### src/rtl/class_hvec_pkg.sv
// Shared types and default sizing for the class-hypervector store and streamer.
package class_hvec_pkg;

  localparam int DEF_FRAME_W     = 64;
  localparam int DEF_NUM_CLASSES = 8;
  localparam int DEF_NUM_FRAMES  = 3;
  localparam int DEF_CLASS_W     = $clog2(DEF_NUM_CLASSES);
  localparam int DEF_FRAME_IDX_W = $clog2(DEF_NUM_FRAMES);

  typedef enum logic {IDLE, STREAM} state_t;

  typedef logic [DEF_FRAME_W-1:0]     frame_t;
  typedef logic [DEF_CLASS_W-1:0]     class_idx_t;
  typedef logic [DEF_FRAME_IDX_W-1:0] frame_idx_t;

endpackage

### src/rtl/class_hvec_store.sv
// Class-hypervector register array: one synchronous write port, one
// combinational read port, cleared by reset.
module class_hvec_store
  import class_hvec_pkg::*;
#(
  parameter int FRAME_W     = DEF_FRAME_W,
  parameter int NUM_CLASSES = DEF_NUM_CLASSES,
  parameter int NUM_FRAMES  = DEF_NUM_FRAMES,
  parameter int CLASS_W     = $clog2(NUM_CLASSES),
  parameter int FRAME_IDX_W = $clog2(NUM_FRAMES)
) (
  input  logic                   clk,
  input  logic                   rst_n,
  input  logic                   wr_en_i,
  input  logic [CLASS_W-1:0]     wr_class_i,
  input  logic [FRAME_IDX_W-1:0] wr_frame_i,
  input  logic [FRAME_W-1:0]     wr_data_i,
  input  logic [CLASS_W-1:0]     rd_class_i,
  input  logic [FRAME_IDX_W-1:0] rd_frame_i,
  output logic [FRAME_W-1:0]     rd_data_o
);

  logic [FRAME_W-1:0] mem_q [NUM_CLASSES][NUM_FRAMES];

  // Callers qualify wr_en_i with range checks, so indices here are in range.
  always_ff @(posedge clk or negedge rst_n) begin
    if (!rst_n) begin
      for (int c = 0; c < NUM_CLASSES; c++) begin
        for (int f = 0; f < NUM_FRAMES; f++) begin
          mem_q[c][f] <= '0;
        end
      end
    end else if (wr_en_i) begin
      mem_q[wr_class_i][wr_frame_i] <= wr_data_i;
    end
  end

  assign rd_data_o = mem_q[rd_class_i][rd_frame_i];

endmodule

### src/rtl/class_hvec_stream.sv
// Writable class-hypervector store that streams one class, or all classes in
// sweep mode, frame by frame over a valid/ready interface.
module class_hvec_stream
  import class_hvec_pkg::*;
#(
  parameter int FRAME_W     = DEF_FRAME_W,
  parameter int NUM_CLASSES = DEF_NUM_CLASSES,
  parameter int NUM_FRAMES  = DEF_NUM_FRAMES,
  parameter int CLASS_W     = $clog2(NUM_CLASSES),
  parameter int FRAME_IDX_W = $clog2(NUM_FRAMES)
) (
  input  logic                   clk,
  input  logic                   rst_n,
  input  logic                   req_valid,
  output logic                   req_ready,
  input  logic [CLASS_W-1:0]     req_class,
  input  logic                   req_sweep,
  output logic                   out_valid,
  input  logic                   out_ready,
  output logic [FRAME_W-1:0]     out_data,
  output logic [CLASS_W-1:0]     out_class,
  output logic [FRAME_IDX_W-1:0] out_frame,
  output logic                   out_last,
  output logic                   out_sweep_last,
  input  logic                   wr_en,
  input  logic [CLASS_W-1:0]     wr_class,
  input  logic [FRAME_IDX_W-1:0] wr_frame,
  input  logic [FRAME_W-1:0]     wr_data,
  output logic                   err_oob
);

  localparam int LC_I = NUM_CLASSES - 1;
  localparam int LF_I = NUM_FRAMES - 1;
  localparam logic [CLASS_W-1:0]     LAST_CLASS = LC_I[CLASS_W-1:0];
  localparam logic [FRAME_IDX_W-1:0] LAST_FRAME = LF_I[FRAME_IDX_W-1:0];
  localparam logic [CLASS_W:0]       CLASS_CNT  = NUM_CLASSES[CLASS_W:0];
  localparam logic [FRAME_IDX_W:0]   FRAME_CNT  = NUM_FRAMES[FRAME_IDX_W:0];

  state_t                 state_q, state_d;
  logic                   sweep_q, sweep_d;
  logic                   valid_q, valid_d;
  logic [CLASS_W-1:0]     class_q, class_d;
  logic [FRAME_IDX_W-1:0] frame_q, frame_d;
  logic [FRAME_W-1:0]     data_q;
  logic                   last_q, last_d;
  logic                   slast_q, slast_d;
  logic                   err_q, err_d;
  logic                   load;
  logic                   req_in_range, wr_in_range, wr_ok;
  logic [FRAME_W-1:0]     rd_data;

  assign req_in_range = req_sweep || ({1'b0, req_class} < CLASS_CNT);
  assign wr_in_range  = ({1'b0, wr_class} < CLASS_CNT) && ({1'b0, wr_frame} < FRAME_CNT);
  assign wr_ok        = wr_en && wr_in_range;

  // The read port is addressed with the next counters, so the output register
  // captures the array contents before any same-edge write lands.
  class_hvec_store #(
    .FRAME_W    (FRAME_W),
    .NUM_CLASSES(NUM_CLASSES),
    .NUM_FRAMES (NUM_FRAMES),
    .CLASS_W    (CLASS_W),
    .FRAME_IDX_W(FRAME_IDX_W)
  ) u_store (
    .clk       (clk),
    .rst_n     (rst_n),
    .wr_en_i   (wr_ok),
    .wr_class_i(wr_class),
    .wr_frame_i(wr_frame),
    .wr_data_i (wr_data),
    .rd_class_i(class_d),
    .rd_frame_i(frame_d),
    .rd_data_o (rd_data)
  );

  always_comb begin
    state_d = state_q;
    sweep_d = sweep_q;
    valid_d = valid_q;
    class_d = class_q;
    frame_d = frame_q;
    load    = 1'b0;
    err_d   = wr_en && !wr_in_range;
    if (state_q == IDLE) begin
      if (req_valid && req_in_range) begin
        state_d = STREAM;
        sweep_d = req_sweep;
        valid_d = 1'b1;
        class_d = req_sweep ? '0 : req_class;
        frame_d = '0;
        load    = 1'b1;
      end else if (req_valid) begin
        err_d = 1'b1;
      end
    end else if (valid_q && out_ready) begin
      if (frame_q != LAST_FRAME) begin
        frame_d = frame_q + 1'b1;
        load    = 1'b1;
      end else if (sweep_q && (class_q != LAST_CLASS)) begin
        class_d = class_q + 1'b1;
        frame_d = '0;
        load    = 1'b1;
      end else begin
        state_d = IDLE;
        valid_d = 1'b0;
      end
    end
    last_d  = (frame_d == LAST_FRAME);
    slast_d = last_d && (!sweep_d || (class_d == LAST_CLASS));
  end

  always_ff @(posedge clk or negedge rst_n) begin
    if (!rst_n) begin
      state_q <= IDLE;
      sweep_q <= 1'b0;
      valid_q <= 1'b0;
      class_q <= '0;
      frame_q <= '0;
      data_q  <= '0;
      last_q  <= 1'b0;
      slast_q <= 1'b0;
      err_q   <= 1'b0;
    end else begin
      state_q <= state_d;
      sweep_q <= sweep_d;
      valid_q <= valid_d;
      err_q   <= err_d;
      if (load) begin
        class_q <= class_d;
        frame_q <= frame_d;
        data_q  <= rd_data;
        last_q  <= last_d;
        slast_q <= slast_d;
      end
    end
  end

  assign req_ready      = (state_q == IDLE);
  assign out_valid      = valid_q;
  assign out_data       = data_q;
  assign out_class      = class_q;
  assign out_frame      = frame_q;
  assign out_last       = last_q;
  assign out_sweep_last = slast_q;
  assign err_oob        = err_q;

endmodule

### config.mk
export PLATFORM = sky130hd
export DESIGN_NAME = class_hvec_stream
export DESIGN_NICKNAME = d
export VERILOG_FILES = /design/src/rtl/class_hvec_pkg.sv /design/src/rtl/class_hvec_store.sv /design/src/rtl/class_hvec_stream.sv
export SDC_FILE = /design/constraint.sdc
export NUM_CORES = 2
export LEC_CHECK = 0
export BUFFER_PORTS_ARGS = -buffer_cell sky130_fd_sc_hd__buf_2
export CORE_ASPECT_RATIO = 0.75
export CORE_MARGIN = 5
export CORE_UTILIZATION = 40
export CTS_CLUSTER_SIZE = 14
export DETAILED_ROUTE_END_ITERATION = 6
export PLACE_DENSITY = 0.54
export REMOVE_ABC_BUFFERS = 1
export SYNTH_ARGS = -nofsm -noshare
export SYNTH_HDL_FRONTEND = slang
export SYNTH_HIERARCHICAL = 1
export SYNTH_SLANG_ARGS = --single-unit
### constraint.sdc
create_clock -name clk -period 3.2 [get_ports clk]
set_clock_uncertainty 0.1 [all_clocks]
set_input_delay 0.64 -clock clk [delete_from_list [all_inputs] [get_ports clk]]
set_output_delay 0.64 -clock clk [all_outputs]
set_load 0.02 [all_outputs]
* After elaboration in Yosys (flattened, before gate mapping)
Cells that the tools add are included.
Cells by class: $lt $le $gt $ge 7, equal/unequal tests 7, div/mod/pow operators 0, multiplexer cells 36, shifts and indexed selects 0, add/subtract/negate cells 2, reductions and logical operators 12, bitwise operators 5, multipliers 0
Operators with widths (count):
- bitwise mux 1536 bit | 1
- binary-select mux 192 bit (select 3 bit) | 1
- demux 192 bit (select 3 bit) | 1
- two-way mux 192 bit | 3
- two-way mux 64 bit | 3
- binary-select mux 64 bit (select 2 bit) | 1
- demux 64 bit (select 2 bit) | 1
- two-way mux 3 bit | 6
- two-way mux 1 bit | 14
- two-way mux 2 bit | 5
- >= comparator 4 bit (second input constant) | 2
- inverter 3 -> 4 bit | 2
- logical AND 1 bit | 7
- >= comparator 3 bit (second input constant) | 2
- inequality test 2 bit (second input constant) | 3
- inverter 2 -> 3 bit | 2
- less-than comparator 4 x 1 -> 1 bit (second input constant) | 1
- AND reduction 4 bit | 1
- adder 3 x 1 -> 3 bit (second input constant) | 1
- == test 3 bit (second input constant) | 1
- less-than comparator 3 x 1 -> 1 bit (second input constant) | 1
- inequality test 3 bit (second input constant) | 1
- adder 2 x 1 -> 2 bit (second input constant) | 1
- == test 2 bit (second input constant) | 1
- 6 further kinds | 7
Storage, ports and cells: input bits 78, word-level logic and storage cells 102, output and inout port bits 74, bits in read-only memories 0, memories kept 0, flip-flop bits (word level) 1611, RAM bits 0, bits in latches 0

* Depth between registers and ports, before layout
depth after elaboration 13, gate-level depth with buffers 16, depth with buffers taken out 11

* Hierarchy
The synthesis kept the hierarchy.
By module, submodules not included:
- class_hvec_store | cells an instance 4821, area each 70511.4 µm², sequential area each 38436.9 µm², times used 1
- class_hvec_stream | cells an instance 195, area each 3011.6 µm², sequential area each 1876.8 µm², times used 1

* Worst setup path after synthesis
OpenSTA, ideal clock, no wires.
path type flip-flop to flip-flop, start point register class_q[0] (netlist: out_class[0]), end point register data_q[0] (netlist: out_data[0]), arrival 3384 ps, setup slack -412 ps, period minus slack after synthesis 3612 ps, cell stages (with the launch flop) 13, path buffers 3, data required time 2972 ps, setup time 128 ps, cell sequence dfrtp_1 -> ha_1 -> ha_1 -> nand4bb_1 -> or3_1 -> a31oi_2 -> buf_2 -> buf_2 -> buf_4 -> mux4_2 -> o211ai_1 -> nand3_1 -> mux2_1
On the way: word-level cells in the longest chain between the ends 13, elaborated cells between the ends (all ways) 24, those cells by class add/sub: 1; eq/ne: 1; mux: 19; bitwise: 2; reduce/logical: 1
RTL lines:
- from (decl) | RTL line class_hvec_stream.sv:42 | logic [CLASS_W-1:0] class_q, class_d;
- from (signal assigned) | RTL line class_hvec_stream.sv:129 | class_q <= class_d;
- parallel branches: the longest is 5 deep, another holds adder 3 x 1 -> 3 bit
- two-way mux 3 bit (*) | RTL line class_hvec_stream.sv:84 | if (state_q == IDLE) begin
- net class_d[0] | RTL line class_hvec_stream.sv:42
- inverter 3 -> 4 bit (implied by the code) (*) | RTL line class_hvec_store.sv:38 | assign rd_data_o = mem_q[rd_class_i][rd_frame_i];
- binary-select mux 192 bit (select 3 bit) (*) | RTL line class_hvec_store.sv:38
- two-way mux 192 bit (implied by the code) (*) (2 in a row) | RTL line class_hvec_store.sv:38
- binary-select mux 64 bit (select 2 bit) (*) | RTL line class_hvec_store.sv:38
- two-way mux 64 bit (implied by the code) (*) (2 in a row) | RTL line class_hvec_store.sv:38
- net rd_data[0] | RTL line class_hvec_stream.sv:50 | logic [FRAME_W-1:0] rd_data;
- to (signal assigned) | RTL line class_hvec_stream.sv:131 | data_q <= rd_data;
- to (decl) | RTL line class_hvec_stream.sv:44 | logic [FRAME_W-1:0] data_q;
Mark *: on every way through the listed nets, which the timed path passes. The select of a mux whose other input is x is not followed. A chain may end at the register's enable or synchronous reset.

* Worst setup path in the final report
start point register class_q[1] (netlist: out_class[1]), end point register data_q[5] (netlist: out_data[5])
On the way: word-level cells in the longest chain between the ends 13, elaborated cells between the ends (all ways) 24, those cells by class add/sub: 1; eq/ne: 1; mux: 19; bitwise: 2; reduce/logical: 1
RTL lines:
- inequality test 3 bit | RTL line class_hvec_stream.sv:99 | end else if (sweep_q && (class_q != LAST_CLASS)) begin
- logical AND 1 bit | RTL line class_hvec_stream.sv:99
- two-way mux 3 bit | RTL line class_hvec_stream.sv:99
- two-way mux 3 bit | RTL line class_hvec_stream.sv:96 | if (frame_q != LAST_FRAME) begin
- two-way mux 3 bit | RTL line class_hvec_stream.sv:95 | end else if (valid_q && out_ready) begin
- two-way mux 3 bit | RTL line class_hvec_stream.sv:84
- net class_d[0] | RTL line class_hvec_stream.sv:42
- inverter 3 -> 4 bit (implied by the code) | RTL line class_hvec_store.sv:38
- binary-select mux 192 bit (select 3 bit) | RTL line class_hvec_store.sv:38
- two-way mux 192 bit (implied by the code) (2 in a row) | RTL line class_hvec_store.sv:38
- binary-select mux 64 bit (select 2 bit) | RTL line class_hvec_store.sv:38
- two-way mux 64 bit (implied by the code) (2 in a row) | RTL line class_hvec_store.sv:38
- net rd_data[5] | RTL line class_hvec_stream.sv:50
The timed path passes the listed nets, and every way through them passes these cells. The select of a mux whose other input is x is not followed.

==> flow_metrics.tcl <==
set metrics [dict create \
    instances_no_fill 7935 \
    avgViaCountPerCell 5.64 \
    layout_setup_ws_ns -0.345 \
    required_ns 3.78 \
    ir_drop_mv 0.826 \
    crit_chain "ha_2, ha_4, nand4bb_4, or3_4, a31oi_4, buf_12, buf_12, buf_8, buf_12, buf_12, mux4_2, o211ai_1, nand3_1, mux2_4" \
    num_vias 44700 \
    cpLargestDelayFamily "multiplexers" \
    routedWlPerCell_um 28.3 \
    synth_area_mm2 0.0735 \
    die_h_um 381 \
    row_count 136 \
    whs_endpoint "err_oob$_DFF_PN0_" \
    port_buffers 151 \
    cp_num_cells 14 \
    swShare 0.345 \
    p_sw_uw 28600 \
    drt-initial-drc-count 3009 \
    clock.fmax_mhz 282 \
    worstMarginPinSlew_ns 0.957 \
    ctsRootBufferMaster "clkbuf_16" \
    slowest_stage "mux4_2" \
    start_util 0.402 \
    hold_start "wr_frame[0]" \
    chipWidth_um 505 \
    tns_ns -16.39 \
    status "finished with violations" \
    grt_max_degree 114 \
    nets 5459 \
    crit_type "flop to flop" \
    synth_cell_type_count 48 \
    io_pins 152 \
    die-area_mm2 0.193 \
    failed_checks "setup timing" \
    clock_latency_ns 0.80 \
    cts.sinks 1611 \
    post-synth-top-area-cell "dfrtp_1" \
    total_power_uw 83000 \
    drt_drc_violations_left 0 \
    synth_cells 5016 \
    synth_most_common_cell "dfrtp_1" \
    setup_viol 64 \
    rsz0062_at_grt "true" \
    share_comb_of_total_power 0.440 \
    ys.flop_type "dfrtp_1" \
    ys_seq_area_frac 0.548 \
    crit_path_max_incr_delay_ns 0.49 \
    p_seq_frac 0.317 \
    avgSynthCellArea_um2 14.7 \
    synthToLayoutAreaGrowth_pct 20.1 \
    cts-buffers-inserted 166 \
    seq_area_mm2 0.0403 \
    post-route-period-util 1.11 \
    clk_pin_slew_ns 0.07 \
    grt_pass1_wl_um 331000 \
    arrival_ns 4.13 \
    hold_violations 0 \
    slew_headroom 0.359 \
    dp_slack_ns -0.467 \
    drv_slew 0 \
    crit-reg2reg-capture "out_data[5]$_DFFE_PN0P_" \
    synthDominantCellAreaShare 0.548 \
    gr-total-overflow 0 \
    place_hpwl_um 134000 \
    grt_usage 0.230 \
    whs_ns 0.0823 \
    clkPwrFrac 0.243 \
    cts_tree "done" \
    hold_depth 2 \
    gp_congestion 0.760 \
    cts-htree-levels 4 \
    cts_buffer_depth 3 \
    dr.pass1.iters 5 \
    cp_max_fo 7 \
    grt_antenna_before_repair 18 \
    drive_gt1_frac 0.497 \
    cellPowerDensity_mw_per_mm2 940 \
    nFillCells 16000 \
    ys.warnings.count 6 \
    r2r_cells 14 \
    critPathBufInv 5 \
    grt_pass1_vias 46800 \
    period_minus_slack_ns 3.54 \
    wl_um 225000 \
    crit_top_cell "buf_12" \
    antenna_left 0 \
    min-delay-path-class "input pin to flop" \
    internal-power_uw 54400 \
    synth_area_leaders "dfrtp_1 55%, mux2_2 24%, mux2i_1 7.0%, mux4_2 3.9%, a22oi_1 2.0%" \
    r2r_setup_slack_ns -0.34 \
    cap_viol_max_count 0 \
    core_mm2 0.183 \
    synthTopCellsByCount "1611 x dfrtp_1, 1541 x mux2_2, 512 x mux2i_1, 216 x clkbuf_1, 192 x a22oi_1" \
    multi_input_area_mm2 0.0314 \
    yosys_register_bits 1611 \
    synth-edff-count 0 \
    crit_path_start_kind "flop" \
    r2r-start "out_class[1]$_DFFE_PN0P_" \
    ys_async_sr_fraction 1.00 \
    endpoint_kind "flop" \
    dp.cells 7517 \
    leakage_uw 0.0413 \
]
==> cell families after synthesis <==
| family | after synthesis | share of synthesized area |
|---|---|---|
| adder cells (fa/ha/maj) | 2 | 0.000340 |
| AO/OA/AOI/OAI | 356 | 0.0352 |
| buffers and inverters | 461 | 0.0371 |
| AND/OR/NAND/NOR | 345 | 0.0249 |
| multiplexers | 2241 | 0.354 |
| flip-flops | 1611 | 0.548 |
==> through the flow <==
step	instance area (um2)	utilization
2_1_floorplan	70800	-
3_3_place_gp	80200	0.438
3_5_place_dp	80200	0.438
4_1_cts	87200	0.476
5_1_grt	88300	0.482
6_report	88300	0.482
==> layout make-up <==
class / count / area share
Sequential cell: 1611 / 0.456
Tap cell: 2415 / 0.0342
Inverter: 2 / 0.0000850
Clock inverter: 55 / 0.00718
Clock buffer: 247 / 0.0570
Multi-Input combinational cell: 2944 / 0.356
Timing Repair Buffer: 654 / 0.0889
Antenna cell: 7 / 0.000198
==> power by group through the flow <==
stage	clock (uW)	combinational [uW]	sequential, uW
6_report	20200	36500	26300
5_1_grt	21500	38600	26800
4_1_cts	20700	34400	26300
3_5_place_dp	0	31200	26600
3_3_place_gp	0	31000	26600
2_1_floorplan	0	12400	26300
==> routing by layer <==
metal  global-route usage  part of all wire  wire (um)  vias to the layer above
met5                    0           0.00018         40                        -
met4               0.0537             0.022       5000                        6
met3               0.0389             0.042       9540                      319
met2                0.358              0.46     103000                      849
met1                0.337              0.48     108000                    24300
li1                     -                 -          -                    19200
==> repair_timing <==
item	in CTS	in global routing
gates resized for setup	105	108
hold buffers	2	0
cloned	11	11
pin swaps	21	38
endpoints found under the setup margin	64	64
setup buffers	53	40
endpoints found under the hold margin	47	0
==> worst max path at each step <==
| stage | end | start | slack [ns] |
|---|---|---|---|
| 4_1_cts | out_data[8]$_DFFE_PN0P_ | out_class[1]$_DFFE_PN0P_ | -0.36 |
| 2_1_floorplan | out_data[11]$_DFFE_PN0P_ | out_class[0]$_DFFE_PN0P_ | -30.72 |
| 5_1_grt | out_data[14]$_DFFE_PN0P_ | out_class[1]$_DFFE_PN0P_ | -0.44 |
| 3_3_place_gp | out_data[8]$_DFFE_PN0P_ | out_class[0]$_DFFE_PN0P_ | -0.46 |
| 3_5_place_dp | out_data[8]$_DFFE_PN0P_ | out_class[0]$_DFFE_PN0P_ | -0.47 |
| 6_report | out_data[5]$_DFFE_PN0P_ | out_class[1]$_DFFE_PN0P_ | -0.34 |
==> state kept, by name (all words and copies together) (netlist names) <==
signal / count
u_store/mem_q: 1536
state_q: 1
err_oob: 1
sweep_q: 1
out_valid: 1
out_frame: 2
out_class: 3
out_sweep_last: 1
out_last: 1
out_data: 64
==> cells in the final DEF (no fill, tap or decap), types with 4 or more instances in the layout <==
cell | netlist | final
a21oi_1 | 53 | 52
a221oi_1 | 31 | 18
a221oi_2 | 0 | 11
a22oi_1 | 192 | 181
a22oi_2 | 0 | 11
buf_12 | 0 | 201
buf_16 | 0 | 16
buf_2 | 103 | 150
buf_4 | 45 | 231
buf_6 | 45 | 31
buf_8 | 0 | 8
bufbuf_16 | 0 | 5
bufinv_16 | 0 | 11
clkbuf_1 | 216 | 30
clkbuf_16 | 0 | 182
clkbuf_8 | 36 | 45
clkinv_2 | 0 | 30
clkinv_8 | 0 | 5
clkinvlp_4 | 0 | 5
dfrtp_1 | 1611 | 1611
diode_2 | 0 | 7
inv_6 | 0 | 4
mux2_1 | 60 | 52
mux2_2 | 1541 | 1535
mux2_4 | 0 | 14
mux2i_1 | 512 | 492
mux2i_2 | 0 | 16
mux2i_4 | 0 | 4
mux4_2 | 128 | 128
nand2_1 | 59 | 56
nand2_8 | 0 | 9
nand2b_1 | 53 | 30
nand2b_4 | 0 | 23
nand3_1 | 166 | 139
nand3_2 | 0 | 27
nand3b_1 | 4 | 4
nor2_1 | 22 | 20
nor2_4 | 8 | 14
nor3b_2 | 1 | 4
o211ai_1 | 66 | 66
No activity file was read; power rests on OpenSTA's default activity.
